File: src/rtl/alu_pkg.sv
// Shared ALU definitions: op-code constants used by the host sequencer and the
// ALU control unit, plus the host sequencer state encoding.
package alu_pkg;

  localparam logic [1:0] OP_ADD = 2'b00;
  localparam logic [1:0] OP_SUB = 2'b01;
  localparam logic [1:0] OP_MUL = 2'b10;
  localparam logic [1:0] OP_DIV = 2'b11;

  typedef enum logic [1:0] {
    ST_IDLE  = 2'b00,
    ST_START = 2'b01,
    ST_RUN   = 2'b10,
    ST_DONE  = 2'b11
  } host_state_t;

  // Add and subtract share one operand map and return A as the low result.
  function automatic logic is_addsub(input logic [1:0] op);
    return (op == OP_ADD) || (op == OP_SUB);
  endfunction

endpackage

File: src/rtl/alu_host_watchdog.sv
// Run-time watchdog for the host sequencer.
// Ports: clk, reset (sync, active-high), run (sequencer is in RUN),
//        expired_c (combinational: this RUN cycle completes TIMEOUT cycles).
module alu_host_watchdog #(
  parameter int unsigned TIMEOUT = 255
) (
  input  logic clk,
  input  logic reset,
  input  logic run,
  output logic expired_c
);

  localparam int unsigned CW = $clog2(TIMEOUT + 1);

  logic [CW-1:0] count;

  // Held at zero outside RUN, so every RUN entry starts from a cleared count.
  always_ff @(posedge clk) begin
    if (reset || !run) begin
      count <= '0;
    end else begin
      count <= count + CW'(1);
    end
  end

  assign expired_c = run && (count == CW'(TIMEOUT - 1));

endmodule

File: src/rtl/alu_host_sequencer.sv
// Host-side master for the ALU BEGIN/END protocol: accepts one request, starts
// the ALU, feeds operands on the load strobes, captures A/Q pushes and returns
// a result over a valid/ready handshake.
// Ports: clk, reset (sync, active-high); req_* request handshake and operands;
//        res_* result handshake, result registers and timeout flag;
//        alu_* ALU control/data interface (alu_inbus is combinational).
// Optional build macro: ALU_HOST_TIMEOUT_EN adds the RUN watchdog and res_err.
module alu_host_sequencer
  import alu_pkg::*;
#(
  parameter int unsigned W       = 8,
  parameter int unsigned TIMEOUT = 255
) (
  input  logic         clk,
  input  logic         reset,
  input  logic         req_valid,
  output logic         req_ready,
  input  logic [1:0]   req_op,
  input  logic [W-1:0] req_x,
  input  logic [W-1:0] req_y,
  output logic         res_valid,
  input  logic         res_ready,
  output logic [W-1:0] res_hi,
  output logic [W-1:0] res_lo,
  output logic         res_err,
  output logic         alu_begin,
  output logic [1:0]   alu_op_code,
  output logic [W-1:0] alu_inbus,
  input  logic         alu_load_a,
  input  logic         alu_load_q,
  input  logic         alu_load_m,
  input  logic         alu_push_a,
  input  logic         alu_push_q,
  input  logic [W-1:0] alu_outbus,
  input  logic         alu_end
);

  if (TIMEOUT < 1) begin : g_bad_timeout
    $error("alu_host_sequencer: TIMEOUT must be at least 1");
  end

  host_state_t  state_q, state_d;
  logic [W-1:0] x_q, y_q;
  logic         push_a_d, push_q_d;
  logic         timeout_c;
  logic         in_run_c;

  assign in_run_c = (state_q == ST_RUN);

`ifdef ALU_HOST_TIMEOUT_EN
  logic res_err_q;

  alu_host_watchdog #(
    .TIMEOUT(TIMEOUT)
  ) u_watchdog (
    .clk      (clk),
    .reset    (reset),
    .run      (in_run_c),
    .expired_c(timeout_c)
  );

  // Set on a watchdog abort, cleared as soon as the sequencer leaves DONE.
  always_ff @(posedge clk) begin
    if (reset) begin
      res_err_q <= 1'b0;
    end else if (in_run_c && !alu_end && timeout_c) begin
      res_err_q <= 1'b1;
    end else if (state_d != ST_DONE) begin
      res_err_q <= 1'b0;
    end
  end

  assign res_err = res_err_q;
`else
  assign timeout_c = 1'b0;
  assign res_err   = 1'b0;
`endif

  // Next-state logic; alu_end takes priority over a coincident timeout.
  always_comb begin
    state_d = state_q;
    case (state_q)
      ST_IDLE:  if (req_valid) state_d = ST_START;
      ST_START: state_d = ST_RUN;
      ST_RUN: begin
        if (alu_end || timeout_c) state_d = ST_DONE;
      end
      ST_DONE:  if (res_ready) state_d = ST_IDLE;
      default:  state_d = ST_IDLE;
    endcase
  end

  // State register and handshake/control outputs, decoded from the next state.
  always_ff @(posedge clk) begin
    if (reset) begin
      state_q   <= ST_IDLE;
      req_ready <= 1'b1;
      alu_begin <= 1'b0;
      res_valid <= 1'b0;
    end else begin
      state_q   <= state_d;
      req_ready <= (state_d == ST_IDLE);
      alu_begin <= (state_d == ST_START);
      res_valid <= (state_d == ST_DONE);
    end
  end

  // Request latch; results are cleared so an abort reports only this op's captures.
  always_ff @(posedge clk) begin
    if (reset) begin
      alu_op_code <= OP_ADD;
      x_q         <= '0;
      y_q         <= '0;
      push_a_d    <= 1'b0;
      push_q_d    <= 1'b0;
      res_hi      <= '0;
      res_lo      <= '0;
    end else begin
      push_a_d <= in_run_c && alu_push_a;
      push_q_d <= in_run_c && alu_push_q;
      if (state_q == ST_IDLE && req_valid) begin
        alu_op_code <= req_op;
        x_q         <= req_x;
        y_q         <= req_y;
        res_hi      <= '0;
        res_lo      <= '0;
      end else if (in_run_c) begin
        // Add/sub report A in the low half; a later push of the same register wins.
        if (push_a_d) begin
          if (is_addsub(alu_op_code)) res_lo <= alu_outbus;
          else                        res_hi <= alu_outbus;
        end
        if (push_q_d && !is_addsub(alu_op_code)) begin
          res_lo <= alu_outbus;
        end
      end
    end
  end

  // Operand bus follows the load strobes with no added latency (A > Q > M).
  always_comb begin
    alu_inbus = '0;
    if (in_run_c) begin
      if (alu_load_a) begin
        alu_inbus = is_addsub(alu_op_code) ? x_q : '0;
      end else if (alu_load_q) begin
        alu_inbus = is_addsub(alu_op_code) ? '0 : x_q;
      end else if (alu_load_m) begin
        alu_inbus = y_q;
      end
    end
  end

endmodule

File: config.mk
export PLATFORM = sky130hd
export DESIGN_NAME = alu_host_sequencer
export DESIGN_NICKNAME = d
export VERILOG_FILES = /design/src/rtl/alu_pkg.sv /design/src/rtl/alu_host_watchdog.sv /design/src/rtl/alu_host_sequencer.sv
export SDC_FILE = /design/constraint.sdc
export NUM_CORES = 1
export LEC_CHECK = 0
export BUFFER_PORTS_ARGS = -buffer_cell sky130_fd_sc_hd__buf_2
export CORE_MARGIN = 2
export CORE_UTILIZATION = 30
export DETAILED_ROUTE_END_ITERATION = 8
export MAX_ROUTING_LAYER = met4
export PLACE_DENSITY_LB_ADDON = 0.3
export SYNTH_ARGS = -nofsm -noshare
export SYNTH_HDL_FRONTEND = slang
export SYNTH_SLANG_ARGS = --single-unit
export TNS_END_PERCENT = 20
File: constraint.sdc
create_clock -name clk -period 3.6 [get_ports clk]
set_clock_uncertainty 0.15 [all_clocks]
set_input_delay 0.18 -clock clk [delete_from_list [all_inputs] [get_ports clk]]
set_output_delay 0.18 -clock clk [all_outputs]
set_load 0.02 [all_outputs]
==> results of run 1 <==
power by group through the flow:
| stage | registers (uW) | logic (uW) | clock network (uW) |
|---|---|---|---|
| floorplan | 498 | 98.0 | 0 |
| global placement | 504 | 115 | 0 |
| detailed placement | 505 | 116 | 0 |
| CTS | 495 | 139 | 347 |
| global route | 497 | 151 | 367 |
| finish | 494 | 137 | 338 |
registers in the layout, summed over array words and instances (netlist names):
signal and cells:
req_ready 1, push_q_d 1, x_q 8, alu_begin 1, alu_op_code 2, state_q 2
res_valid 1, y_q 8, res_hi 8, push_a_d 1, res_lo 8
tightest hold or removal path, cell delays in order:
cell and delay [ns]:
buf_2 0.11, nand2_1 0.07, a21oi_2 0.05
worst max path at each step:
stage                                            from                      to  slack (ns)
after detailed placement        state_q[0]$_SDFF_PP0_  res_lo[0]$_SDFFE_PP0P_        1.55
after floorplan           alu_op_code[1]$_SDFFE_PP0P_            alu_inbus[0]        1.92
final                           state_q[1]$_SDFF_PP0_            alu_inbus[4]        1.40
after global routing            state_q[1]$_SDFF_PP0_            alu_inbus[4]        1.19
after global placement          state_q[0]$_SDFF_PP0_  res_lo[6]$_SDFFE_PP0P_        1.60
after CTS                       state_q[1]$_SDFF_PP0_            alu_inbus[4]        1.38
what timing repair did:
item                                   4_1_cts  5_1_grt
endpoints found under the hold margin       28        0
gates resized for setup                      0        0
hold buffers                                27        0
metal layers:
layer	global-route usage, %	routed length, um	part of all wire (%)
met5	-	0	0
met4	3.500	34	0.79
met3	3.956	351	8.1
met2	22.68	1915	44
met1	16.78	2030	47
synth_stat cells:
cell / n / area (um^2)
inv_1: 1 / 3.750
or2_1: 1 / 6.260
dfxtp_1: 41 / 820.8
nor3b_2: 3 / 37.54
buf_2: 3 / 15.01
o21ai_0: 8 / 40.04
o21a_1: 1 / 7.510
conb_1: 1 / 3.750
a21oi_2: 2 / 17.52
clkbuf_4: 1 / 7.510
nand2b_1: 1 / 6.260
buf_12: 1 / 20.02
mux2i_2: 1 / 13.76
mux2i_1: 20 / 200.2
a31oi_1: 9 / 56.30
buf_4: 2 / 15.01
o31ai_1: 1 / 7.510
o22a_1: 1 / 8.760
nor3b_1: 2 / 15.01
nand2_1: 25 / 93.84
nand3b_1: 8 / 60.06
mux2_2: 1 / 11.26
nor2b_1: 3 / 18.77
and4b_1: 1 / 10.01
nand3_1: 16 / 80.08
clkbuf_1: 3 / 11.26
nor2_1: 19 / 71.32
nand4b_1: 1 / 8.760
clkbuf_2: 2 / 10.01
buf_6: 6 / 67.56
a21oi_1: 14 / 70.07
cell type report:
cell class,instances,area (um^2),share of cell area [%]
Clock buffer,7,96.34,3.897
Clock inverter,1,8.758,0.3543
Inverter,1,3.754,0.1518
Multi-Input combinational cell,139,850.8,34.41
Sequential cell,41,820.8,33.20
Tap cell,75,93.84,3.796
Timing Repair Buffer,92,598.1,24.19
cell families (layout without fill, tap and decap cells):
group,count (synthesis),count (layout)
and+or+nand+nor,80,80
DFF,41,41
buffers and inverters,19,101
muxes,22,22
AOI/OAI and AO/OA,36,36
other,1,1
metrics by stage:
stage | util (%) | power (uW) | setup WS, ns | cells
after floorplan | - | 595.9 | 1.918 | 199
after global placement | 35.63 | 619.4 | 1.602 | 321
after detailed placement | 35.63 | 620.9 | 1.555 | 321
after CTS | 42.01 | 979.8 | 1.377 | 356
after global routing | 42.01 | 1015 | 1.193 | 356
final | 42.01 | 969.4 | 1.400 | 356
==> flow_metrics.py, run 1 <==
metrics = {
    "drt": {
        "drt_iter0_drc": 77,
        "ant_nets": 0,
        "drt-total-wl_mm": 4.331,
        "wire_per_inst_um": 12.17,
        "drt-pass1-iter-count": 4,
        "route.detailed.drc": 0,
        "viasPerCell": 4.725,
        "vias": 1682,
    },
    "timing": {
        "whs_ns": 0.006273,
        "fmax_mhz": 454.5,
        "maxSlewViolCount": 0,
        "finalCriticalPeriod_ns": 2.200,
        "relSlewSlack_pct": 52.74,
        "hold_viol_final": 0,
        "fin_crit_sh_pct": 61.12,
        "rsz0062_at_grt": "no",
        "finalSetupViolCount": 0,
        "worst_slew_pin_slew_ns": 0.7079,
        "fin_tns_setup_ns": 0,
    },
    "power": {
        "power.internal_uw": 721.5,
        "comb_power_share_pct": 14.2,
        "leakagePower_uw": 0.001016,
        "power_switching_uw": 247.8,
        "pwr-share-clk_pct": 34.9,
        "peakVddDrop_mv": 0.2084,
        "p_sw_share_pct": 25.57,
        "powerDensity_nw_per_um2": 392.1,
        "seqPwrFrac_pct": 51.0,
    },
    "flow_run": {
        "drv_cap": 0,
    },
    "setup_path": {
        "end_kind": "output port",
        "crit_arrival_ns": 1.87,
        "crit_slowest_cell": "dfxtp_1",
        "r2r_cells": 3,
        "worstReg2RegStart": "state_q[0]$_SDFF_PP0_",
        "critPathRequiredTime_ns": 3.27,
        "cp-start-kind": "flip-flop",
        "max_stage_delay_ns": 0.56,
        "path_class": "reg2out",
        "cp_num_buf_inv": 1,
        "cp.depth": 3,
        "reg2reg_to": "res_lo[4]$_SDFFE_PP0P_",
        "crit_path_max_fanout": 18,
        "rrSetupSlack_ns": 1.57,
        "path_cells": "nand2b_1, a31oi_1, buf_2",
        "path_delay_family": "flip-flops",
    },
    "clocking": {
        "cts_setup_buffers": 0,
        "cts_tree": "built",
        "cts.sinks": 41,
        "clkTransAtPathRegs_ns": 0.08,
        "cts_buffers": 5,
        "cts_max_path_buffers": 2,
        "clk_latency_ns": 0.29,
        "cts-htree-levels": 2,
        "cts_root_buf": "clkbuf_8",
    },
    "finish": {
        "stdcell_area_um2": 2472,
        "antenna_cells": 0,
        "drive_gt1_share_pct": 28.47,
        "final_common_cell": "buf_2",
        "area_growth_syn_to_layout_pct": 36.18,
        "mostFrequentLayoutCells": "buf_2 (64), dfxtp_1 (41), dlygate4sd3_1 (27), nand2_1 (25), mux2i_1 (20)",
        "nets": 316,
        "fillers": 631,
    },
    "floorplan": {
        "rows": 28,
        "dieWidth_um": 81.79,
        "io_pins": 66,
        "core-area_um2": 5886,
        "die-area_um2": 6690,
        "start_util_pct": 30.85,
        "die_y_um": 81.79,
    },
    "logic_synthesis": {
        "synthesis.area_um2": 1815,
        "synth_top_family_by_area": "simple AND/OR/NAND/NOR gates",
        "synth.net_count": 235,
        "yosys.area_share.simple_pct": 22.47,
        "synth_seq_area_share_pct": 45.21,
        "synth-compound-area-share_pct": 11.44,
        "yosys.area_share.adder_pct": 0,
        "netlist_instances": 199,
        "ys_types": 31,
        "synthMuxAreaShare_pct": 12.41,
        "ys_ff_latch": 41,
        "synth_xor_area_share_pct": 0,
        "ys_warn_count": 0,
        "avgSynthCellArea_um2": 9.123,
    },
    "grt": {
        "overflow": 0,
        "grt_pass1_wl_mm": 7.031,
        "grt_pass1_vias": 1569,
        "antenna_found_initial": 0,
        "grt.total_usage_pct": 13.85,
        "grt_start_max_net_pins": 26,
    },
    "place": {
        "port_buffers": 64,
        "post-dp-hpwl_mm": 3.075,
        "gp_congestion": 0.7896,
        "place_area_um2": 2097,
    },
    "worst_hold_path": {
        "hold_start": "alu_outbus[4]",
        "hold-path-endpoint": "res_hi[4]$_SDFFE_PP0P_",
        "holdPathStages": 3,
        "min_path_type": "in2reg",
    },
    "run_status": {
        "outcome": "finished clean",
    },
}
Power figures use the tool's default switching activity.
==> run 2, diff against run 1 <==
clock period = 2.1 ns   (was 3.6 ns; I/O delays follow)
==> run 2 against run 1 <==
Net effect: flip-flop and latch count unchanged; cell count increased by 1.4%; via count about the same; critical path depth unchanged; cell area increased by 2.5%; sequential power increased by 71%; die area unchanged; clock-buffer cell count unchanged.
==> flow_metrics.py, run 2 (synthesized netlist as in run 1, its figures left out) <==
metrics = {
    "run_status": {
        "outcome": "finished clean",
    },
    "finish": {
        "drive_gt1_share_pct": 28.32,
        "nets": 321,
        "mostFrequentLayoutCells": "buf_2 (64), dfxtp_1 (41), dlygate4sd3_1 (31), nand2_1 (25), mux2i_1 (20)",
        "final_common_cell": "buf_2",
        "stdcell_count": 361,
        "multi_input_area_um2": 853.3,
        "stdcell_area_um2": 2534,
        "fillers": 598,
        "area_growth_syn_to_layout_pct": 39.56,
        "regArea_um2": 820.8,
        "antenna_cells": 0,
    },
    "timing": {
        "rsz0062_at_grt": "no",
        "finalSetupViolCount": 0,
        "maxSlewViolCount": 0,
        "worst_slew_pin_slew_ns": 0.5726,
        "hold_viol_final": 0,
        "whs_ns": 0.01302,
        "fin_tns_setup_ns": 0,
        "fin_crit_sh_pct": 90.59,
        "finalCriticalPeriod_ns": 1.902,
        "relSlewSlack_pct": 61.82,
        "fmax_mhz": 525.6,
    },
    "clocking": {
        "cts_tree": "built",
        "cts-htree-levels": 2,
        "cts_max_path_buffers": 2,
        "cts_buffers": 5,
        "cts.sinks": 41,
        "cts_setup_buffers": 0,
        "cts_root_buf": "clkbuf_8",
        "clk_latency_ns": 0.29,
        "clkTransAtPathRegs_ns": 0.08,
    },
    "place": {
        "post-dp-hpwl_mm": 3.207,
        "place_area_um2": 2105,
        "place_inst": 322,
        "gp_congestion": 0.7721,
        "port_buffers": 64,
    },
    "drt": {
        "drt_iter0_drc": 83,
        "vias": 1683,
        "drt-total-wl_mm": 4.569,
        "viasPerCell": 4.662,
        "drt-pass1-iter-count": 5,
        "ant_nets": 0,
        "wire_per_inst_um": 12.66,
        "route.detailed.drc": 0,
    },
    "setup_path": {
        "end_kind": "output port",
        "cp-start-kind": "flip-flop",
        "crit_arrival_ns": 1.65,
        "path_class": "reg2out",
        "critPathRequiredTime_ns": 1.85,
        "crit_path_max_fanout": 18,
    },
    "floorplan": {
        "rows": 28,
        "io_pins": 66,
        "die_y_um": 81.79,
        "die-area_um2": 6690,
        "dieWidth_um": 81.79,
        "start_util_pct": 30.85,
        "core-area_um2": 5886,
    },
    "power": {
        "power_uw": 1741,
        "peakVddDrop_mv": 0.3007,
        "powerDensity_nw_per_um2": 687.3,
        "leakagePower_uw": 0.001041,
    },
    "grt": {
        "antenna_found_initial": 0,
        "grt.total_usage_pct": 14.49,
        "overflow": 0,
        "grt_pass1_vias": 1638,
        "grt_start_max_net_pins": 26,
        "grt_pass1_wl_mm": 7.258,
    },
    "worst_hold_path": {
        "min_path_type": "in2reg",
    },
    "flow_run": {
        "drv_cap": 0,
    },
}
run 2: report_power, final:
| part | internal [uW] | switching, uW |
|---|---|---|
| sequential | 811 | 32.2 |
| clock | 387 | 262 |
| combinational | 130 | 119 |
| total | 1330 | 413 |
run 2: final cells by class:
| type | instances | share of cell area [%] |
|---|---|---|
| clock inverter | 1 | 1.185 |
| inverter | 1 | 0.1481 |
| clock buffer | 7 | 3.407 |
| multi-input combinational | 139 | 33.68 |
| sequential | 41 | 32.40 |
| timing repair buffer | 97 | 25.48 |
| tap | 75 | 3.704 |
run 2: per-stage QoR:
stage	utilization, %	setup WS (ns)
3_3_place_gp	35.76	0.3669
3_5_place_dp	35.76	0.3321
5_1_grt	43.05	0.07678
4_1_cts	43.05	0.2006
2_1_floorplan	-	0.4933
6_report	43.05	0.1976
run 2: path summary, 6_finish.rpt:
path                           from                     end  slack (ns)  depth (start not counted)
max           state_q[1]$_SDFF_PP0_            alu_inbus[2]        0.20                          3
min                         alu_end    res_valid$_SDFF_PP0_        0.01                          3
max reg2reg   state_q[0]$_SDFF_PP0_     x_q[1]$_SDFFE_PP0P_        0.44                          4
min reg2reg  res_hi[2]$_SDFFE_PP0P_  res_hi[2]$_SDFFE_PP0P_        0.30                          2
run 2: per-layer routing:
metal	wire, um	track usage, %	vias up
met5	0	-	-
met4	31	4.500	0
met3	411	3.846	4
met2	2121	24.39	85
met1	2004	16.86	743
li1	-	-	851
run 2: repair_timing:
item                                    in CTS  in global routing
hold buffers                                31                  0
resized for setup                            1                  0
endpoints found under the hold margin       38                  0
endpoints found under the setup margin       3                  0
run 2: worst max-delay path, cell delays in order, from the launching register on:
cell      delay (ns)
dfxtp_1         0.58
nand2b_2        0.31
a31oi_1         0.26
buf_2           0.20
